===== src/rtl/ide_dma_engine.sv =====
// ide_dma_engine: multiword-DMA sequencer for the IDE device side.
//
// The engine raises DMARQ and follows the host's DMACK_ and DIOR_/DIOW_ strobes. It steps the
// sector-buffer word address once per transferred word. The AVR starts and aborts transfers
// through one-cycle pulses. All pin inputs arrive already synchronised and are active-low.
//
// Optional build macro:
//   IDE_DMA_TIMEOUT_EN - adds a TIMEOUT_W-bit watchdog. It aborts a stalled REQ/XFER phase.
//
// Ports:
//   clk, rst            system clock, synchronous active-high reset
//   start, abort        one-cycle control pulses from the AVR
//   dir                 latched at start: 0 = host reads (DIOR_), 1 = host writes (DIOW_)
//   word_count          words to transfer (0..2^(CNT_W-1))
//   start_addr          first buffer word address
//   dmack_n, dior_n,
//   diow_n              synchronised host pins
//   dmarq               DMARQ request enable
//   dma_drive           drive dd toward the host (read data phase)
//   buf_addr            current buffer word address (wraps)
//   buf_we              write strobe into the buffer at buf_addr (host-write direction)
//   busy                engine not idle
//   remaining           words still to transfer
//   done                one-cycle completion/abort pulse
//   err                 sticky abort/timeout flag, cleared by the next accepted start
module ide_dma_engine #(
    parameter int unsigned ADDR_W    = 8,
    parameter int unsigned CNT_W     = 9,
    parameter int unsigned TIMEOUT_W = 20
) (
    input  logic              clk,
    input  logic              rst,
    input  logic              start,
    input  logic              abort,
    input  logic              dir,
    input  logic [CNT_W-1:0]  word_count,
    input  logic [ADDR_W-1:0] start_addr,
    input  logic              dmack_n,
    input  logic              dior_n,
    input  logic              diow_n,
    output logic              dmarq,
    output logic              dma_drive,
    output logic [ADDR_W-1:0] buf_addr,
    output logic              buf_we,
    output logic              busy,
    output logic [CNT_W-1:0]  remaining,
    output logic              done,
    output logic              err
);

    localparam logic [1:0] ST_IDLE  = 2'd0;
    localparam logic [1:0] ST_REQ   = 2'd1;
    localparam logic [1:0] ST_XFER  = 2'd2;
    localparam logic [1:0] ST_DRAIN = 2'd3;

    logic [1:0]        state_q, state_d;
    logic              dir_q, dir_d;
    logic              dmarq_q, dmarq_d;
    logic [ADDR_W-1:0] addr_q, addr_d;
    logic [CNT_W-1:0]  rem_q, rem_d;
    logic              done_q, done_d;
    logic              err_q, err_d;

    // Previous samples of the pins for edge detection.
    logic dmack_p, dior_p, diow_p;

    logic sel_cur, sel_prev, ack_held, stb_fall, stb_rise, ack_rise, last_word, active;
    logic tmo_hit;

    // Only the strobe selected by the latched direction is followed. Its edges count only while
    // DMACK_ was low in both samples.
    assign sel_cur   = dir_q ? diow_n : dior_n;
    assign sel_prev  = dir_q ? diow_p : dior_p;
    assign ack_held  = !dmack_n && !dmack_p;
    assign stb_fall  = ack_held && sel_prev && !sel_cur;
    assign stb_rise  = ack_held && !sel_prev && sel_cur;
    assign ack_rise  = !dmack_p && dmack_n;
    assign last_word = (rem_q == CNT_W'(1));
    assign active    = (state_q == ST_REQ) || (state_q == ST_XFER);

`ifdef IDE_DMA_TIMEOUT_EN
    logic [TIMEOUT_W-1:0] tmo_q;

    assign tmo_hit = active && (&tmo_q);

    always_ff @(posedge clk) begin
        if (rst) begin
            tmo_q <= '0;
        end else if (((state_d == ST_REQ) && (state_q != ST_REQ)) || stb_fall || stb_rise) begin
            tmo_q <= '0;
        end else if (active) begin
            tmo_q <= tmo_q + TIMEOUT_W'(1);
        end
    end
`else
    logic unused_tmo_w;

    assign tmo_hit      = 1'b0;
    assign unused_tmo_w = (TIMEOUT_W != 0);
`endif

    always_comb begin
        state_d = state_q;
        dir_d   = dir_q;
        dmarq_d = dmarq_q;
        addr_d  = addr_q;
        rem_d   = rem_q;
        done_d  = 1'b0;
        err_d   = err_q;

        if ((state_q != ST_IDLE) && (abort || tmo_hit)) begin
            // remaining and buf_addr are held for readback.
            state_d = ST_IDLE;
            dmarq_d = 1'b0;
            err_d   = 1'b1;
            done_d  = 1'b1;
        end else begin
            unique case (state_q)
                ST_IDLE: begin
                    if (start && !abort) begin
                        if (word_count == '0) begin
                            done_d = 1'b1;
                        end else begin
                            dir_d   = dir;
                            rem_d   = word_count;
                            addr_d  = start_addr;
                            err_d   = 1'b0;
                            dmarq_d = 1'b1;
                            state_d = ST_REQ;
                        end
                    end
                end
                ST_REQ: begin
                    dmarq_d = 1'b1;
                    if (!dmack_n) begin
                        state_d = ST_XFER;
                    end
                end
                ST_XFER: begin
                    // Withdraw the request as soon as the host starts the final word.
                    if (stb_fall && last_word) begin
                        dmarq_d = 1'b0;
                    end
                    if (stb_rise) begin
                        rem_d  = rem_q - CNT_W'(1);
                        addr_d = addr_q + ADDR_W'(1);
                        if (last_word) begin
                            dmarq_d = 1'b0;
                            state_d = ST_DRAIN;
                        end
                    end else if (ack_rise && sel_cur) begin
                        // Host paused between words: go back to requesting.
                        dmarq_d = 1'b1;
                        state_d = ST_REQ;
                    end
                end
                ST_DRAIN: begin
                    dmarq_d = 1'b0;
                    if (dmack_n) begin
                        done_d  = 1'b1;
                        state_d = ST_IDLE;
                    end
                end
                default: state_d = ST_IDLE;
            endcase
        end
    end

    always_ff @(posedge clk) begin
        if (rst) begin
            state_q <= ST_IDLE;
            dir_q   <= 1'b0;
            dmarq_q <= 1'b0;
            addr_q  <= '0;
            rem_q   <= '0;
            done_q  <= 1'b0;
            err_q   <= 1'b0;
            dmack_p <= 1'b1;
            dior_p  <= 1'b1;
            diow_p  <= 1'b1;
        end else begin
            state_q <= state_d;
            dir_q   <= dir_d;
            dmarq_q <= dmarq_d;
            addr_q  <= addr_d;
            rem_q   <= rem_d;
            done_q  <= done_d;
            err_q   <= err_d;
            dmack_p <= dmack_n;
            dior_p  <= dior_n;
            diow_p  <= diow_n;
        end
    end

    assign dmarq     = dmarq_q;
    assign dma_drive = active && !dir_q && !dmack_n && !dior_n;
    // Write happens on the strobe's rising edge, before the address increments.
    assign buf_we    = (state_q == ST_XFER) && stb_rise && dir_q;
    assign buf_addr  = addr_q;
    assign busy      = (state_q != ST_IDLE);
    assign remaining = rem_q;
    assign done      = done_q;
    assign err       = err_q;

endmodule

===== config.mk =====
export PLATFORM = sky130hd
export DESIGN_NAME = ide_dma_engine
export DESIGN_NICKNAME = d
export VERILOG_FILES = /design/src/rtl/ide_dma_engine.sv
export SDC_FILE = /design/constraint.sdc
export NUM_CORES = 1
export LEC_CHECK = 0
export CAP_MARGIN = 15
export CORE_ASPECT_RATIO = 0.9
export CORE_MARGIN = 10
export CORE_UTILIZATION = 29
export DETAILED_ROUTE_END_ITERATION = 7
export HOLD_SLACK_MARGIN = 0.03
export PLACE_DENSITY_LB_ADDON = 0.25
export SYNTH_ARGS = -nofsm -noshare
export SYNTH_HDL_FRONTEND = slang
export SYNTH_SLANG_ARGS = --single-unit

===== constraint.sdc =====
create_clock -name clk -period 2.15 [get_ports clk]
set_clock_uncertainty 0.15 [all_clocks]
set_input_delay 0.43 -clock clk [delete_from_list [all_inputs] [get_ports clk]]
set_output_delay 0.43 -clock clk [all_outputs]
set_load 0.05 [all_outputs]

== Word-level counts from Yosys, hierarchy flattened ==
Index checks and enable logic that the tools add are counted.
Storage, ports and cells
  bits of input ports: 25
  flip-flop bits (word level): 26
  word-level logic and storage cells: 95
  output and inout port bits: 23
Operators by class
  reduce and logical (&&, ||, !) cells: 35
  eq/ne operators: 12
  bitwise operators: 2
  multiplexer cells: 34
  add/subtract/negate cells: 2
Operators with widths (count)
  9-bit 2-to-1 mux: 3
  8-bit 2-to-1 mux: 3
  9-bit case mux with 2 select lines: 1
  1-bit 2-to-1 mux: 16
  8-bit case mux with 2 select lines: 1
  1-bit logical AND: 15
  2-bit 2-to-1 mux: 7
  2-bit != test (second input constant): 6
  9-bit by 1-bit equality test with 1-bit output (second input constant): 1
  9-bit zero test: 1
  9-bit by 1-bit subtractor with 9-bit output (second input constant): 1
  8-bit by 1-bit adder with 8-bit output (second input constant): 1
  2-bit case mux with 4 select lines: 1
  2-bit nonzero test: 4
  1-bit zero test: 7
  6-bit AND reduction: 1
  5-bit AND reduction: 1
  2-bit equality test (second input constant): 2
  1-bit case mux with 4 select lines: 1
  4-bit AND reduction: 1
  3-bit by 2-bit != test with 1-bit output (second input constant): 1
  3-bit != test (second input constant): 1
  3-bit AND reduction: 1
  2-bit by 1-bit equality test with 1-bit output (second input constant): 1
  6 further kinds: 7

== Logic depth before layout (Yosys ltp) ==
Gate-level depths: netlist of run 1.
  depth after elaboration: 9
  mapped depth: 9
  depth with buffers taken out: 7

== Worst setup path after synthesis of run 1 ==
OpenSTA, ideal clock, no wires.
  path type: reg-to-output
  from: register state_q[1]
  to: output port dma_drive
  required time: 1.570 ns
  buffers on the path: 0
  arrival: 2.333 ns
  setup slack: -0.763 ns
  stages on the path, launching flop included: 4
  cells stage by stage: dfxtp_1 -> inv_1 -> ha_1 -> nor4b_1
On the way
  cells in the longest elaborated chain, start to end: 5
  elaborated cells between the ends (all ways): 6
  classes of those cells: eq/ne (2); reduce/logical (4)
RTL lines
  from (decl): line 56  | logic [1:0] state_q, state_d;
  from (signal assigned): line 182  | state_q <= state_d;
  2-bit by 1-bit equality test with 1-bit output or 2-bit equality test (tied branches): line 79  | assign active = (state_q == ST_REQ) || (state_q == ST_XFER);
  1-bit logical OR *: line 79
  1-bit logical AND * (3 in a row): line 196  | assign dma_drive = active && !dir_q && !dmack_n && !dior_n;
  to (decl): line 42  | output logic dma_drive,
Every way passes the cells marked *; elsewhere a longest branch is shown, timed or not.

== Final worst setup path of run 1 ==
  from: register rem_q[8] (netlist: remaining[8])
  to: output port remaining[8]
RTL lines
  from (decl): line 60  | logic [CNT_W-1:0] rem_q, rem_d;
  from (signal assigned): line 186  | rem_q <= rem_d;
  to (decl): line 46  | output logic [CNT_W-1:0] remaining,
No word-level cell between the ends.

==> reports/qor.yml, run 1 <==
outcome:
  status: "complete, no violations"
layout:
  fin_nets: 334
  drive_gt1_share_pct: 32.00
  postLayoutCellArea_um2: 2750
  multi_input_area_um2: 1175
  area_delta_synth_final_pct: 57.56
  nFillCells: 560
  stdcell_count: 370
  final-seq-area_um2: 526.8
  num_antenna_cells: 0
worst_setup_path:
  crit_chain: "clkdlybuf4s50_1"
  path_delay_family: "buffers and inverters"
  cp.arrival_ns: 1.52
  cp-end-kind: "output port"
  cp_max_fo: 4
  crit_slowest_cell: "clkdlybuf4s50_1"
  crit_required_ns: 1.57
  start_kind: "flop"
  cp_num_buf_inv: 1
  regToRegSetupSlack_ns: 0.10
  slowest_delay_ns: 0.84
  worstSetupPathType: "flop to output port"
route:
  route.detailed.drc: 0
  wl_per_cell_um: 15.57
  first_pass_iters: 4
  drt-initial-drc-count: 108
  vias: 1876
  viasPerCell: 5.070
  ant_nets: 0
  wirelength_um: 5760
logic_synthesis:
  syn-num-nets: 246
  synth.most_common_cell: "dfxtp_1"
  synth_flop_cell: "dfxtp_1"
  yosysTopAreaCell: "dfxtp_1"
  synth_top_area_share_pct: 29.82
  synth-edff-count: 0
  yosys-top-cells-count: "dfxtp_1, a21oi_1, nand2_1"
  synth_area_per_cell_um2: 8.194
  ys_types: 54
  synth_area_leaders: "dfxtp_1, a21oi_1, ha_1"
  seq_area_frac_synth_pct: 29.82
  yosysWarnings: 0
  ys_ff_latch: 26
  ys_async_sr_fraction_pct: 0
  netlist_area_um2: 1745
  synth_cells: 213
grt:
  grt_pass1_vias: 1895
  grt_usage_pct: 11.76
  gr-total-overflow: 0
  grt_pass1_wl_um: 9149
  antenna_found_initial: 0
  grt_max_degree: 20
floorplan:
  io_pins: 48
  initial_core_util_pct: 30.31
  dieWidth_um: 101.8
  core_um2: 5758
  die_area_um2: 9526
  rows: 26
  dieHeight_um: 93.60
sta:
  final.setup.worst_slack_ns: 0.04957
  fmax_mhz: 476.1
  maxSlewViolCount: 0
  period_share_pct: 97.69
  relSlewSlack_pct: 64.96
  final-setup-viol-count: 0
  finalSetupTns_ns: 0
  hold_viol: 0
  min_period_ns: 2.100
  tightest_slew_ns: 0.5237
pwr:
  p_leak_nw: 1.123
  p_per_area_nw_per_um2: 831.9
  ir_drop_mv: 0.4471
placed_design:
  placed_area_um2: 2531
  place_inst: 355
  place_hpwl_um: 4301
  place_ws_ns: -0.2772
  gp_congestion: 0.8305
  port_buffers: 47
min_path:
  hold_class: "flop to flop"
cts:
  h-tree-depth: 1
  clock_sinks: 26
  cts_buffer_depth: 2
  path_clk_slew_ns: 0.10
  cts_root_buf: "clkbuf_8"
  insertion_delay_ns: 0.28
  cts_buffers: 3
  cts_tree: "done"
job:
  maxCapViolations: 0
## state kept, by name, indices dropped and copies added, names as in the netlist
signal	count
err	1
diow_p	1
dmarq	1
dir_q	1
remaining	9
buf_addr	8
state_q	2
dmack_p	1
dior_p	1
done	1
## routing by layer
layer	part of all wire, %	global-route usage [%]	vias up
li1	-	-	951
met1	49	15.09	882
met2	45	18.83	38
met3	6.2	3.974	5
met4	0.47	2.024	0
met5	0	0	-
## final timing paths
check / end / startpoint / cells past startpoint
hold reg to reg: err / err / 2
setup / recovery: remaining[8] / remaining[8] / 1
hold / removal: err / err / 2
setup reg to reg: state_q[1] / state_q[1] / 8
## layout by cell type (no fill, tap or decap), types with 4 or more instances in the layout
cell             instances
buf_4                   52
clkdlybuf4s50_1         28
dfxtp_1                 23
a21oi_1                 21
nand2_1                 19
nor2_1                  14
o21ai_0                 14
inv_1                    8
nand3_1                  7
nor3_1                   6
nand2b_1                 5
nor2b_1                  5
ha_1                     5
buf_6                    5
mux2i_1                  4
buf_12                   4
## through the flow
stage / util, % / hold WS [ns] / power [mW]
after floorplan: - / 0.3471 / 1.355
after global placement: 43.96 / 0.3314 / 1.794
after detailed placement: 43.96 / 0.3381 / 1.801
after CTS: 45.81 / 0.3587 / 2.244
after global routing: 47.76 / 0.3929 / 2.418
final: 47.76 / 0.3644 / 2.288
## logic make-up (layout without fill, tap and decap cells)
| kind of cell | after synthesis | in the layout | share of synthesized area (%) |
|---|---|---|---|
| adders and majority gates | 8 | 8 | 5.735 |
| muxes | 6 | 6 | 3.513 |
| DFF | 26 | 26 | 29.82 |
| AOI/OAI and AO/OA | 65 | 65 | 26.45 |
| and+or+nand+nor | 84 | 84 | 26.74 |
| xor gates and xnor gates | 4 | 4 | 2.008 |
| buffers and inverters | 20 | 107 | 5.735 |
## layout make-up
cell class | count | share of cell area [%]
Clock buffer | 3 | 1.501
Sequential cell | 26 | 19.15
Clock inverter | 1 | 1.092
Inverter | 10 | 1.365
Tap cell | 70 | 3.185
Multi-Input combinational cell | 167 | 42.72
Timing Repair Buffer | 93 | 30.98
## repair_timing
item	in CTS	in global routing
hold buffers	0	0
endpoints found under the setup margin	8	6
setup buffers	3	10
resized for setup	7	15
pin swaps	1	5
## report_power, final
group	switching (mW)	internal [mW]
sequential	0.0866	0.560
combinational	0.679	0.530
clock	0.183	0.250
total	0.948	1.34
Power figures use the tool's default switching activity.
==> run 2: changes to the inputs <==
Settings changed: CELL_PAD_IN_SITES_DETAIL_PLACEMENT set to 1, CELL_PAD_IN_SITES_GLOBAL_PLACEMENT set to 1, CORE_MARGIN 10 to 3.
==> reports/qor.yml, run 2 (synthesis results as in run 1) <==
layout:
  postLayoutCellArea_um2: 2741
  multi_input_area_um2: 1194
  num_antenna_cells: 0
  fin_nets: 334
  final-seq-area_um2: 526.8
  nFillCells: 700
  mostFrequentLayoutCells: "buf_4, clkdlybuf4s50_1, dfxtp_1"
  drive_gt1_share_pct: 32.00
  largest_reg_flops: 9
  area_delta_synth_final_pct: 57.06
  layout_commonest_cell: "buf_4"
grt:
  gr-total-overflow: 0
  grt_pass1_wl_um: 9929
  grt_max_degree: 20
  grt_pass1_vias: 1946
  antenna_found_initial: 0
  grt_usage_pct: 17.98
sta:
  maxSlewViolCount: 0
  finalSetupTns_ns: -0.004801
  period_share_pct: 100.2
  relSlewSlack_pct: 65.79
  min_period_ns: 2.155
  fmax_mhz: 464.1
  hold_ws_ns: 0.3593
  tightest_slew_ns: 0.5116
  final.setup.worst_slack_ns: -0.004801
  rsz0062_at_grt: "yes"
  final-setup-viol-count: 1
  hold_viol: 0
pwr:
  p_leak_nw: 1.114
  p_per_area_nw_per_um2: 806.4
  ir_drop_mv: 0.5064
worst_setup_path:
  crit_required_ns: 1.57
  start_kind: "flop"
  cp-end-kind: "output port"
  worstSetupPathType: "flop to output port"
  cp_max_fo: 4
  cp.arrival_ns: 1.57
cts:
  cts_buffers: 3
  path_clk_slew_ns: 0.10
  cts_root_buf: "clkbuf_8"
  clock_sinks: 26
  insertion_delay_ns: 0.28
  cts_buffer_depth: 2
  cts_tree: "done"
  hold_buffers: 0
  h-tree-depth: 1
route:
  route.detailed.drc: 0
  drt-initial-drc-count: 65
  vias: 1915
  viasPerCell: 5.176
  first_pass_iters: 4
  wirelength_um: 6095
  wl_per_cell_um: 16.47
  ant_nets: 0
floorplan:
  io_pins: 48
  die_area_um2: 6987
  dieHeight_um: 79.60
  dieWidth_um: 87.78
  core_um2: 5758
  initial_core_util_pct: 30.31
  rows: 26
outcome:
  status: "complete, but fails checks"
  violations: "setup timing"
placed_design:
  placed_area_um2: 2566
  place_hpwl_um: 4532
  place_ws_ns: -0.4212
  port_buffers: 47
  gp_congestion: 0.8049
min_path:
  hold_class: "flop to flop"
job:
  maxCapViolations: 0
-- run 2: cell types whose count changed in the layout (fill, tap and decap cells not counted), sizes merged --
cell,before,now
bufinv,1,0
clkbuf,3,4
dlygate4sd2,2,3
buf,62,60
clkdlybuf4s50,28,29
-- run 2: final timing paths --
path / start / end / slack (ns) / cells past startpoint
max reg2reg: state_q[1] / state_q[1] / 0.07 / 8
min reg2reg: err / err / 0.36 / 2
max: dir_q / buf_we / -0.005 / 6
min: err / err / 0.36 / 2
-- run 2: what timing repair did --
action                     in CTS  in global routing
setup endpoints to repair      10                 13
resized for setup               8                 16
hold endpoints to repair        0                  0
pin swaps                       1                  5
setup buffers                   5                  2
-- run 2: metrics by stage --
stage / cells / utilization [%] / power [mW]
global route: 370 / 47.61 / 2.348
detailed placement: 359 / 44.57 / 1.822
global placement: 359 / 44.57 / 1.809
CTS: 368 / 46.50 / 2.194
finish: 370 / 47.61 / 2.211
floorplan: 213 / - / 1.355
-- run 2: worst max-delay path, stage by stage, from the launching register on --
cell,delay [ns]
dfxtp_2,0.34
buf_6,0.12
mux2i_2,0.15
buf_4,0.14
nand4b_1,0.22
nor2_2,0.17
buf_12,0.15
-- run 2: report_power, final --
part | switching [mW] | internal, mW
combinational | 0.703 | 0.536
clock | 0.168 | 0.164
sequential | 0.0781 | 0.560
total | 0.950 | 1.26
-- run 2: per-layer routing --
| metal | routed length, um | part of all wire [%] | vias to the layer above | global-route usage [%] |
|---|---|---|---|---|
| li1 | - | - | 948 | - |
| met1 | 2926 | 48 | 922 | 24.50 |
| met2 | 2880 | 47 | 38 | 29.82 |
| met3 | 229 | 3.8 | 7 | 3.096 |
| met4 | 59 | 0.97 | 0 | 3.221 |
| met5 | 0 | 0 | - | 0 |
-- run 2: cell type report --
class	count	area share, %
Clock buffer	4	2.008
Inverter	10	1.369
Multi-Input combinational cell	167	43.54
Sequential cell	26	19.21
Tap cell	70	3.195
Timing Repair Buffer	93	30.67
==> run 3: changes to the inputs <==
Settings changed: SLEW_MARGIN set to 20.
==> results of run 3 <==
Same layout as run 2: the final DEF is identical, and so are final timing and power.
